==> src/rtl/minuteur_prescale.sv <==
// Down-counting timer with a tick prescaler, one-shot or periodic reload,
// pause/abort control and a registered expiry pulse.
module minuteur_prescale #(
   parameter int unsigned WIDTH    = 9,
   parameter int unsigned PRESCALE = 1
) (
   input  logic             clk,
   input  logic             reset,
   input  logic             timer_start,
   input  logic [WIDTH-1:0] load_val,
   input  logic             auto_reload,
   input  logic             timer_abort,
   input  logic             timer_pause,
   input  logic             timer_tick,
   output logic [WIDTH-1:0] count,
   output logic             timer_up,
   output logic             timer_expire,
   output logic             busy
);

   localparam int unsigned PW = (PRESCALE > 1) ? $clog2(PRESCALE) : 1;
   localparam logic [PW-1:0] PRESC_LAST = PW'(PRESCALE - 1);
   localparam logic [WIDTH-1:0] ONE = WIDTH'(1);

   typedef enum logic [1:0] {
      S_IDLE  = 2'd0,
      S_RUN   = 2'd1,
      S_PAUSE = 2'd2,
      S_DONE  = 2'd3
   } state_t;

   state_t           state;
   state_t           state_nx;
   logic [WIDTH-1:0] count_nx;
   logic [WIDTH-1:0] reload_reg;
   logic [WIDTH-1:0] reload_nx;
   logic             mode_reg;
   logic             mode_nx;
   logic [PW-1:0]    presc_cnt;
   logic [PW-1:0]    presc_nx;
   logic             expire_nx;
   logic             dec_ev;

   // State and datapath registers; outputs are derived from the next state
   always_ff @(posedge clk or posedge reset) begin
      if (reset) begin
         state        <= S_IDLE;
         count        <= '1;
         reload_reg   <= '1;
         mode_reg     <= 1'b0;
         presc_cnt    <= '0;
         timer_up     <= 1'b0;
         timer_expire <= 1'b0;
         busy         <= 1'b0;
      end else begin
         state        <= state_nx;
         count        <= count_nx;
         reload_reg   <= reload_nx;
         mode_reg     <= mode_nx;
         presc_cnt    <= presc_nx;
         timer_up     <= (state_nx == S_DONE);
         timer_expire <= expire_nx;
         busy         <= (state_nx == S_RUN) || (state_nx == S_PAUSE);
      end
   end

   // Next-state logic: start > abort > pause > tick
   always_comb begin
      state_nx  = state;
      count_nx  = count;
      reload_nx = reload_reg;
      mode_nx   = mode_reg;
      presc_nx  = presc_cnt;
      expire_nx = 1'b0;
      dec_ev    = 1'b0;

      if (timer_start) begin
         count_nx  = load_val;
         reload_nx = load_val;
         mode_nx   = auto_reload;
         presc_nx  = '0;
         if (load_val == '0) begin
            state_nx  = S_DONE;
            expire_nx = 1'b1;
         end else begin
            state_nx = S_RUN;
         end
      end else if (timer_abort) begin
         state_nx = S_IDLE;
         presc_nx = '0;
      end else begin
         case (state)
            S_RUN: begin
               if (timer_pause) begin
                  state_nx = S_PAUSE;
               end else if (timer_tick) begin
                  if (presc_cnt == PRESC_LAST) begin
                     presc_nx = '0;
                     dec_ev   = 1'b1;
                  end else begin
                     presc_nx = presc_cnt + PW'(1);
                  end
               end
            end
            S_PAUSE: begin
               if (!timer_pause) begin
                  state_nx = S_RUN;
               end
            end
            default: begin
            end
         endcase

         // A zero count in RUN cannot arise, but it is held rather than wrapped
         if (dec_ev) begin
            if (count > ONE) begin
               count_nx = count - ONE;
            end else if (count == ONE) begin
               expire_nx = 1'b1;
               if (mode_reg) begin
                  count_nx = reload_reg;
               end else begin
                  count_nx = '0;
                  state_nx = S_DONE;
               end
            end
         end
      end
   end

endmodule

==> config.mk <==
export PLATFORM = sky130hd
export DESIGN_NAME = minuteur_prescale
export DESIGN_NICKNAME = d
export VERILOG_FILES = /design/src/rtl/minuteur_prescale.sv
export SDC_FILE = /design/constraint.sdc
export NUM_CORES = 1
export LEC_CHECK = 0
export ABC_AREA = 1
export BUFFER_PORTS_ARGS = -buffer_cell sky130_fd_sc_hd__buf_2
export CAP_MARGIN = 20
export CORE_MARGIN = 8
export CORE_UTILIZATION = 50
export CTS_CLUSTER_DIAMETER = 40
export DETAILED_ROUTE_END_ITERATION = 16
export PLACE_DENSITY = 0.78
export REMOVE_ABC_BUFFERS = 1
export SKIP_CTS_REPAIR_TIMING = 1
export SLEW_MARGIN = 40
export SYNTH_ARGS = -nofsm -noshare
export SYNTH_HDL_FRONTEND = slang
export SYNTH_SLANG_ARGS = --single-unit
==> constraint.sdc <==
create_clock -name clk -period 1.5 [get_ports clk]
set_input_delay 0.225 -clock clk [delete_from_list [all_inputs] [get_ports clk]]
set_output_delay 0.225 -clock clk [all_outputs]
set_load 0.05 [all_outputs]
==> metrics.md <==
| Metric | Value |
|---|---|
| Synthesized area | 1540 um2 |
| Post-route cell area | 2120 um2 |
| Netlist cell types | 27 |
| Worst hold path type | in2reg |
| Tot GR Track Use | 0.163 |
| NumNets Final | 302 |
| Crit path capture type | flip-flop |
| FMAX | 604 MHz |
| Final Util | 0.705 |
| Standard-cell row count | 20 |
| Crit path DAT | 1.88 ns |
| CTS buffer count | 3 |
| Initial Utilization | 0.513 |
| Drt via density | around 5.3 |
| MaxCap Viol Count | 0 |
| Die W | 71.5 um |
| Critical path's largest stage delay | just over 0.4 ns |
| Drt initial violations | 88 |
| Clock transition at path regs | 0.13 ns |
| IO Port Bufs | 27 |
| Die Y | 71.5 um |
| Commonest non-fill, non-tap cell in the layout | nand2_1 |
| RSZ-0062 raised after global routing | true |
| Mean post-synth cell area | approximately 6.9 um2 |
| Critical path required time | approximately 1.7 ns |
| DR DRC count | 0 |
| Hold path start | auto_reload |
| Clk_lat worst skew | 0.32 ns |
| R2R Setup Slk | -0.15 ns |
| Root Buffer | clkbuf_4 |
| Final WS setup | -0.155 ns |
| Top-area cell type share of the netlist area | 0.307 |
| Wirelength per Cell | 14.0 um |
| Static Leak | 1.13 nW |
| FF-to-FF path depth | 8 |
| I/O Pins | 28 |
| Crit path kind | reg2reg |
| Hold depth | 3 |
| # clock sinks | 24 |
| Most used cell, CP | nand3_2 |
| Core area | 3000 um2 |
| Startpoint types | flip-flop |
| Reg2reg end | busy |
| Total Neg Setup Slack | -0.272 ns |
| Slew Limit Headroom | 0.746 |
| Slowest stage cell, crit path | dfstp_2 |
| Seq cells post-synth | 24 |
| Endpoints failing setup | 9 |
| Hold Path End | mode_reg |
| Syn. warnings | 0 |
| Area Growth Syn to Fin | 37.6% |
| Vias in the first global route | 1,492 |
| Failing checks | negative setup slack |
| Number of hold violations in the final report | 0 |
| Status | finished, violations left |
| Max Buffers Root-to-Sink | 2 |
| Full die area | approximately 5000 um2 |
| Final ANT Viol Nets | 0 |
| Buf+Inv Stages, Crit Path | 0 |
| First drt pass iteration count | 4 |
| Crit-path cells | nor2_1 -> nand3_2 -> nor2_2 -> nand3b_1 -> nand2_1 -> nand3_2 -> nand2_2 -> ha_2 |
| Cells after Synth | 224 |
| Worst vdd ir | ~500 uV |
| H-tree levels | 1 |
| Final worst-path cycle share | 1.10 |
| Yosys top cell by area | dfstp_2 |
| Remaining Overflow, GRT | 0 |
| Post-synthesis sequential area ratio | 0.405 |
| RR Startpoint | count[6] |
| Crit path max fanout | 4 |
| CTS tree | yes |
| Max-slew violations | 0 |
| Share of cells above drive strength 1 | 0.407 |
| Top delay family on crit path | simple AND/OR/NAND/NOR gates |
| Power per cell area | 901 nW/um2 |
| Via count | between 1.5k and 2k |
| Final min period | between 1.5 and 2 ns |
| Post-place instance area | 1890 um2 |
| Worst-margin pin slew | 0.378 ns |
| Fillers | 246 |
| Synth top area cells | dfstp_2 31%, nand2_1 22%, nand3_1 11%, dfrtp_1 9.8%, inv_1 6.1% |
| Antenna cells | 0 |
| Fin Clk Skew | 0.00385 ns |
| Final Hold Slack | 0.111 ns |
| Final WL | 4370 um |
| Maximum number of pins on one net before global-route repair | 25 |
| First-pass GRT wire length | between 6000 and 7000 um |
| Most frequent cells in the layout | 85 x nand2_1, 31 x nand3_1, 30 x buf_4 |
| Placer Congestion | 0.871 |
| Initial antenna violation count | 0 |
| Detailed placement HPWL | 3010 um |
-- per-layer routing --
layer / global-route usage / part of all wire / up-vias
li1: - / - / 822
met1: 0.180 / 0.38 / 769
met5: 0 / 0 / -
met4: 0.0952 / 0.036 / 0
met3: 0.0307 / 0.059 / 13
met2: 0.286 / 0.52 / 50
-- cells in the mapped netlist --
cell / instances
nor2_2: 2
nand3b_1: 2
clkbuf_1: 3
nand3_2: 1
ha_1: 5
a21oi_1: 2
xnor2_1: 1
nor3_1: 2
buf_4: 1
dfstp_2: 18
nor2_4: 1
nand3_1: 35
a31oi_1: 1
o21ai_0: 3
a21oi_2: 1
nand4_1: 2
nor2_1: 8
o21ai_1: 3
nor4_1: 1
xor2_1: 2
nand2_1: 89
nand2_2: 1
inv_1: 25
inv_2: 6
dfrtp_1: 6
buf_2: 2
clkinv_1: 1
-- through the flow --
stage	instances	setup WS [ns]	power (W)
2_1_floorplan	218	-0.352	0.00125
3_3_place_gp	305	-0.110	0.00149
3_5_place_dp	305	-0.151	0.00150
4_1_cts	309	-0.174	0.00181
5_1_grt	313	-0.298	0.00202
6_report	313	-0.155	0.00191
-- worst register-to-register path, stage by stage, from the launching register on --
cell and delay (ns):
dfstp_2 0.41, nor2_1 0.23, nand3_2 0.15, nor2_2 0.15, nand3b_1 0.10, nand2_1 0.10
nand3_2 0.09, nand2_2 0.08, ha_2 0.26
-- cells by family (layout without fill, tap and decap cells) --
kind of cell	count (synthesis)	after routing	synth area share
AO/OA/AOI/OAI	10	10	0.0358
flip-flops	24	24	0.405
XOR/XNOR	3	3	0.0171
AND/OR/NAND/NOR	144	144	0.405
adder cells (fa/ha/maj)	5	5	0.0407
buffers and inverters	38	94	0.0967
-- area by class of cell --
type | count | area, um2 | share of cell area
well taps | 33 | 41.3 | 0.0195
inverters | 32 | 123 | 0.0579
flip-flops and latches | 24 | 623 | 0.294
repair buffers | 58 | 399 | 0.189
multi-input cells | 162 | 905 | 0.427
clock buffers | 4 | 26.3 | 0.0124
-- power breakdown --
part,internal (W),switching (W)
logic,0.000302,0.000503
registers,0.000757,0.0000456
clock network,0.000104,0.000197
total,0.00116,0.000745
-- worst max-delay path by stage --
stage                     startpoint   end  slack (ns)  depth (start not counted)
after floorplan             count[1]  busy       -0.35                          9
after global placement      count[1]  busy       -0.11                          9
after detailed placement    count[1]  busy       -0.15                          9
after CTS                   state[0]  busy       -0.17                          9
after global routing        count[6]  busy       -0.30                          8
final                       count[6]  busy       -0.15                          8
No activity file was read; power rests on OpenSTA's default activity.
